--- config.mk ---
export PLATFORM = sky130hd
export DESIGN_NAME = systolic_feeder
export DESIGN_NICKNAME = d
export VERILOG_FILES = /design/src/rtl/systolic_feeder.sv
export SDC_FILE = /design/constraint.sdc
export NUM_CORES = 1
export LEC_CHECK = 0
export CORE_ASPECT_RATIO = 2
export CORE_MARGIN = 3
export CORE_UTILIZATION = 58
export CTS_CLUSTER_SIZE = 16
export DETAILED_ROUTE_END_ITERATION = 7
export GPL_ROUTABILITY_DRIVEN = 0
export PLACE_DENSITY = 0.83
export SLEW_MARGIN = 15
export SYNTH_ARGS = -nofsm -noshare
export SYNTH_HDL_FRONTEND = slang
export SYNTH_SLANG_ARGS = --single-unit
export TNS_END_PERCENT = 50
--- constraint.sdc ---
create_clock -name clk -period 3.25 [get_ports clk]
set_clock_uncertainty 0.05 [all_clocks]
set_input_delay 0.65 -clock clk [delete_from_list [all_inputs] [get_ports clk]]
set_output_delay 0.65 -clock clk [all_outputs]
set_load 0.01 [all_outputs]
--- src/rtl/systolic_feeder.sv ---
// systolic_feeder: buffers a left vector and top matrix, then feeds an
// NxN systolic array with diagonal skew. Optional clear: SYSTOLIC_FEED_CLEAR_EN.
module systolic_feeder #(
  parameter int N         = 3,
  parameter int DW        = 16,
  parameter int CLR_CYC   = 3,
  parameter int DRAIN_CYC = 1,
  parameter int AW        = (N > 1) ? $clog2(N) : 1
) (
  input  logic            clk,
  input  logic            reset,
  input  logic            wr_en,
  input  logic            wr_sel,
  input  logic [AW-1:0]   wr_row,
  input  logic [AW-1:0]   wr_col,
  input  logic [DW-1:0]   wr_data,
  input  logic            start,
  output logic            busy,
  output logic            done,
  output logic            array_reset,
  output logic [DW-1:0]   l_d_o,
  output logic [N*DW-1:0] t_d_o,
  output logic            read
);

  localparam int KN = 2 * N - 1;
  localparam int KW = (KN > 1) ? $clog2(KN) : 1;
  localparam logic [KW-1:0] K_LAST = KW'(KN - 1);

  localparam int DCW = (DRAIN_CYC > 1) ? $clog2(DRAIN_CYC) : 1;
  localparam logic [DCW-1:0] D_LAST =
    DCW'((DRAIN_CYC > 0) ? DRAIN_CYC - 1 : 0);

  // Parameter sanity is checked at elaboration.
  if (N < 2 || CLR_CYC < 1 || DRAIN_CYC < 0) begin : g_bad_param
    $error("systolic_feeder: illegal parameter set");
  end

  typedef enum logic [2:0] {
    S_IDLE  = 3'd0,
`ifdef SYSTOLIC_FEED_CLEAR_EN
    S_CLEAR = 3'd1,
`endif
    S_FEED  = 3'd2,
    S_DRAIN = 3'd3,
    S_DONE  = 3'd4
  } state_t;

  state_t state, state_n;

  logic [KW-1:0]  k, k_n;
  logic [DCW-1:0] dc, dc_n;

`ifdef SYSTOLIC_FEED_CLEAR_EN
  localparam int CCW = (CLR_CYC > 1) ? $clog2(CLR_CYC) : 1;
  localparam logic [CCW-1:0] C_LAST = CCW'(CLR_CYC - 1);
  logic [CCW-1:0] cc, cc_n;
`endif

  logic [DW-1:0] l_buf [N];
  logic [DW-1:0] t_buf [N][N];
  logic [DW-1:0] l_nx  [N];
  logic [DW-1:0] t_nx  [N][N];
  logic [DW-1:0] l_q;
  logic [DW-1:0] t_q   [N];

  logic idle_like;
  logic wr_ok;

  assign idle_like = (state == S_IDLE) || (state == S_DONE);
  assign wr_ok     = wr_en && idle_like;

  // State and sequence counters.
  always_ff @(posedge clk) begin
    if (reset) begin
      state <= S_IDLE;
      k     <= '0;
      dc    <= '0;
`ifdef SYSTOLIC_FEED_CLEAR_EN
      cc    <= '0;
`endif
    end else begin
      state <= state_n;
      k     <= k_n;
      dc    <= dc_n;
`ifdef SYSTOLIC_FEED_CLEAR_EN
      cc    <= cc_n;
`endif
    end
  end

  // Next-state and next-counter logic.
  always_comb begin
    state_n = state;
    k_n     = k;
    dc_n    = dc;
`ifdef SYSTOLIC_FEED_CLEAR_EN
    cc_n    = cc;
`endif
    unique case (state)
      S_IDLE, S_DONE: begin
        if (start) begin
`ifdef SYSTOLIC_FEED_CLEAR_EN
          state_n = S_CLEAR;
          cc_n    = '0;
`else
          state_n = S_FEED;
          k_n     = '0;
`endif
        end
      end
`ifdef SYSTOLIC_FEED_CLEAR_EN
      S_CLEAR: begin
        if (cc == C_LAST) begin
          state_n = S_FEED;
          k_n     = '0;
        end else begin
          cc_n = cc + 1'b1;
        end
      end
`endif
      S_FEED: begin
        if (k == K_LAST) begin
          dc_n    = '0;
          state_n = (DRAIN_CYC == 0) ? S_DONE : S_DRAIN;
        end else begin
          k_n = k + 1'b1;
        end
      end
      S_DRAIN: begin
        if (dc == D_LAST) begin
          state_n = S_DONE;
        end else begin
          dc_n = dc + 1'b1;
        end
      end
      default: state_n = S_IDLE;
    endcase
  end

  // Buffer contents after this cycle's write; the bypass lets a write
  // issued together with start reach the very first feed slot.
  // Indices >= N match no slot, so such writes fall away.
  always_comb begin
    for (int i = 0; i < N; i++) begin
      l_nx[i] = l_buf[i];
      if (wr_ok && !wr_sel && wr_col == AW'(i)) begin
        l_nx[i] = wr_data;
      end
    end
    for (int j = 0; j < N; j++) begin
      for (int i = 0; i < N; i++) begin
        t_nx[j][i] = t_buf[j][i];
        if (wr_ok && wr_sel && wr_row == AW'(j) &&
            wr_col == AW'(i)) begin
          t_nx[j][i] = wr_data;
        end
      end
    end
  end

  // Operand buffers.
  always_ff @(posedge clk) begin
    if (reset) begin
      for (int i = 0; i < N; i++) begin
        l_buf[i] <= '0;
        for (int j = 0; j < N; j++) begin
          t_buf[i][j] <= '0;
        end
      end
    end else begin
      for (int i = 0; i < N; i++) begin
        l_buf[i] <= l_nx[i];
        for (int j = 0; j < N; j++) begin
          t_buf[i][j] <= t_nx[i][j];
        end
      end
    end
  end

  // Skewed operand selection for the upcoming cycle; column j lags j.
  always_comb begin
    l_q = '0;
    for (int j = 0; j < N; j++) begin
      t_q[j] = '0;
    end
    if (state_n == S_FEED) begin
      for (int i = 0; i < N; i++) begin
        if (k_n == KW'(i)) begin
          l_q = l_nx[i];
        end
      end
      for (int j = 0; j < N; j++) begin
        for (int i = 0; i < N; i++) begin
          if (k_n == KW'(i + j)) begin
            t_q[j] = t_nx[j][i];
          end
        end
      end
    end
  end

  // Registered outputs, decoded from the state being entered.
  always_ff @(posedge clk) begin
    if (reset) begin
      busy  <= 1'b0;
      done  <= 1'b0;
      read  <= 1'b0;
      l_d_o <= '0;
      t_d_o <= '0;
    end else begin
      busy  <= !(state_n == S_IDLE || state_n == S_DONE);
      done  <= (state_n == S_DONE) && (state != S_DONE);
      read  <= (state_n == S_DONE);
      l_d_o <= l_q;
      for (int j = 0; j < N; j++) begin
        t_d_o[j*DW +: DW] <= t_q[j];
      end
    end
  end

`ifdef SYSTOLIC_FEED_CLEAR_EN
  // Clear strobe covers exactly the CLEAR cycles.
  always_ff @(posedge clk) begin
    if (reset) begin
      array_reset <= 1'b0;
    end else begin
      array_reset <= (state_n == S_CLEAR);
    end
  end
`else
  assign array_reset = 1'b0;
`endif

endmodule

==> impl_metrics.toml <==
[sta]
hold_viol_final = 0
hold_ws_ns = 0.272
fmax_mhz = 365
maxSlewHeadroom_pct = 36.2
fin_crit_ns = 2.74
tns_ns = 0
grt_setup_unrepaired = "false"
worst_pin_slew_ns = 0.957
slew_violations = 0
setup_viol = 0
fin_crit_sh_pct = 84.4

[clock_tree]
post-cts-setup-buffers = 0
tritoncts = "done"
path_clk_slew_ns = 0.07
post_cts_resized = 0
clk_latency_ns = 0.51
ctsHoldBuffers = 0
clk_path_buf_depth = 3
ctsHtreeMaxLevel = 1
cts_buffers = 22
clock_sinks = 265
clockRootBuffer = "clkbuf_16"

[worst_hold_path]
holdCritPathClass = "input pin to flip-flop"
hold_end = "busy"
whs_path_depth = 2
hp-start = "reset"

[critical_path]
r2r_slack_ns = 0.51
worstSetupPathType = "flip-flop to flip-flop"
end_kind = "flip-flop"
reg2reg_depth = 7
cp.required_ns = 3.55
slowest_delay_ns = 0.56
reg2reg_to = "t_d_o[37]"
slowest_stage = "a21o_1"
arrival_ns = 3.05
reg2reg_from = "k[0]"
crit_start = "k[0]"
cp_max_fo = 17
worst_setup_path_start_kind = "flip-flop"
crit_chain = "inv_1, ha_1, nand2b_1, mux2i_2, buf_4, a21o_1, a211oi_1"

[detailed_routing]
dr_wl_met3_um = 1100
routed_via_density = 5.90
maxUsedRoutingLayer = "met4"
drcViolationCount = 0
drtIter0Drc = 516
wl_met2_um = 14000
postRouteAntennaNets = 0
routedWlPerCell_um = 19.2
firstDrtPassIters = 6
wl_met1_um = 10500
wl_um = 26700
vias = 8202

[logic_synthesis]
synth_edf_count = 0
syn_inst = 1074
synth_nets = 1101
synth_area_per_cell_um2 = 10.4
yosysWarnings = 0
async_flop_share_pct = 0
ys_seq_elements = 265
synthesis.area_um2 = 11100
ys_seq_area_share_pct = 47.7
yosys_most_used_dff = "dfxtp_1"
ys_types = 57

[finish]
fin_util_pct = 68.4
antenna_cells = 0
area_growth_syn_to_layout_pct = 15.7
regArea_um2 = 5310
layout-drive-gt1-share_pct = 15.6
multi_input_area_um2 = 5310
final_net_count = 1145
n_fill_cell = 1453

[global_route]
overflow = 0
antenna_found_initial = 0
grt_pass1_wl_um = 43500
grt_max_degree = 201
grt_pass1_vias = 8471
track_usage_pct = 25.2

[floorplan]
fp.coreArea_um2 = 18800
ios = 93
start_util_pct = 59.1
core.rowCount = 71
die_w_um = 104
fp.dieArea_um2 = 21000
fp.dieH_um = 202

[power_and_ir_drop]
leakage_nw = 5.60
ir_drop_v = 0.000473
p_per_area_nw_per_um2 = 501

[run_status]
outcome = "completed"

[placed_design]
portBuffers = 91
dpl.hpwl_um = 16400

[run]
maxCapViolCount = 0
-- kinds of logic after synthesis --
logic type / count (synthesis) / share of synthesized area, %
AO/OA/AOI/OAI: 213 / 14.1
buffers and inverters: 108 / 4.78
multiplexers: 193 / 18.6
flip-flops: 265 / 47.7
other: 1 / 0.0337
AND/OR/NAND/NOR: 292 / 14.5
adder cells (fa/ha/maj): 2 / 0.225
-- cell usage after synthesis (7+ instances only) --
master    count  area (um^2)
mux2_2       59          664
dfxtp_1     265         5310
nand3b_1     34          255
a21oi_1      36          180
a21o_1       32          240
a211oi_1     24          180
nand2_1       7         26.3
buf_6         8         90.1
mux2_4       10          150
a21boi_0     17          128
buf_4         8         60.1
a32oi_1      16          140
buf_2        29          145
a31oi_1      48          300
nor2_1      140          526
o21a_1       16          120
mux2_1       11          124
nor2b_1      82          513
mux2i_1     113         1130
a211oi_2     11          138
clkbuf_1     59          221
-- where the power goes --
group / internal, mW / total [mW] / switching, mW
clock: 1.40 / 2.55 / 1.15
combinational: 0.217 / 0.597 / 0.380
sequential: 3.29 / 3.30 / 0.0179
total: 4.90 / 6.45 / 1.55
-- sequential cells by signal (all words and copies together) (netlist names) --
name and flops:
busy 1, done 1, k 3, l_buf 48, l_d_o 16, read 1
state 3, t_buf 144, t_d_o 48
-- cell type report --
class                      instances  area share (%)
multi-input combinational        701            41.2
tap                              255            2.48
timing repair buffer             125            9.65
inverter                           3          0.0875
clock buffer                      33            5.07
sequential                       265            41.2
clock inverter                     7           0.311
-- placed cells by master, fill, tap and decap left out, drive strengths merged, types with 2 or more instances in the layout --
cell type        n
a211oi          35
a21boi          17
a21o            32
a21oi           36
a31oi           48
a32oi           16
and2b            2
buf             35
clkbuf          33
clkdlybuf4s50   90
clkinv           5
clkinvlp         2
dfxtp          265
ha               2
inv              3
mux2            80
mux2i          113
nand2            9
nand2b           5
nand3            6
nand3b          34
nand4            3
nor2           140
nor2b           82
o211a            2
o21a            16
o21ai            2
or2              2
-- critical path: cells and delay by family, from the launching register on --
kind | cells | cell delay, ns
simple gates | 1 | 0.17
fa+ha+maj | 1 | 0.27
compound gates | 2 | 0.74
mux | 1 | 0.30
flops | 1 | 0.53
buf+inv | 2 | 0.52
-- metal layers --
metal  up-vias  GRT usage, %
met5         -             0
met2       229          47.1
li1       3851             -
met3        71          2.88
met4         0          11.3
met1      4051          28.4
-- through the flow --
stage | total power [mW] | setup slack [ns] | cells | cell area (um^2)
2_1_floorplan | 3.76 | 0.961 | 1074 | 11100
3_3_place_gp | 3.96 | 0.360 | 1349 | 12200
3_5_place_dp | 3.97 | 0.265 | 1349 | 12200
4_1_cts | 6.48 | 0.552 | 1389 | 12900
5_1_grt | 6.65 | 0.409 | 1389 | 12900
6_report | 6.45 | 0.507 | 1389 | 12900
-- worst max-delay path by stage --
stage	endpoint	cells past startpoint
2_1_floorplan	l_d_o[0]	11
3_3_place_gp	l_d_o[15]	7
3_5_place_dp	t_d_o[36]	7
4_1_cts	t_d_o[37]	7
5_1_grt	t_d_o[37]	7
6_report	t_d_o[37]	7
No activity file was read; power rests on OpenSTA's default activity.
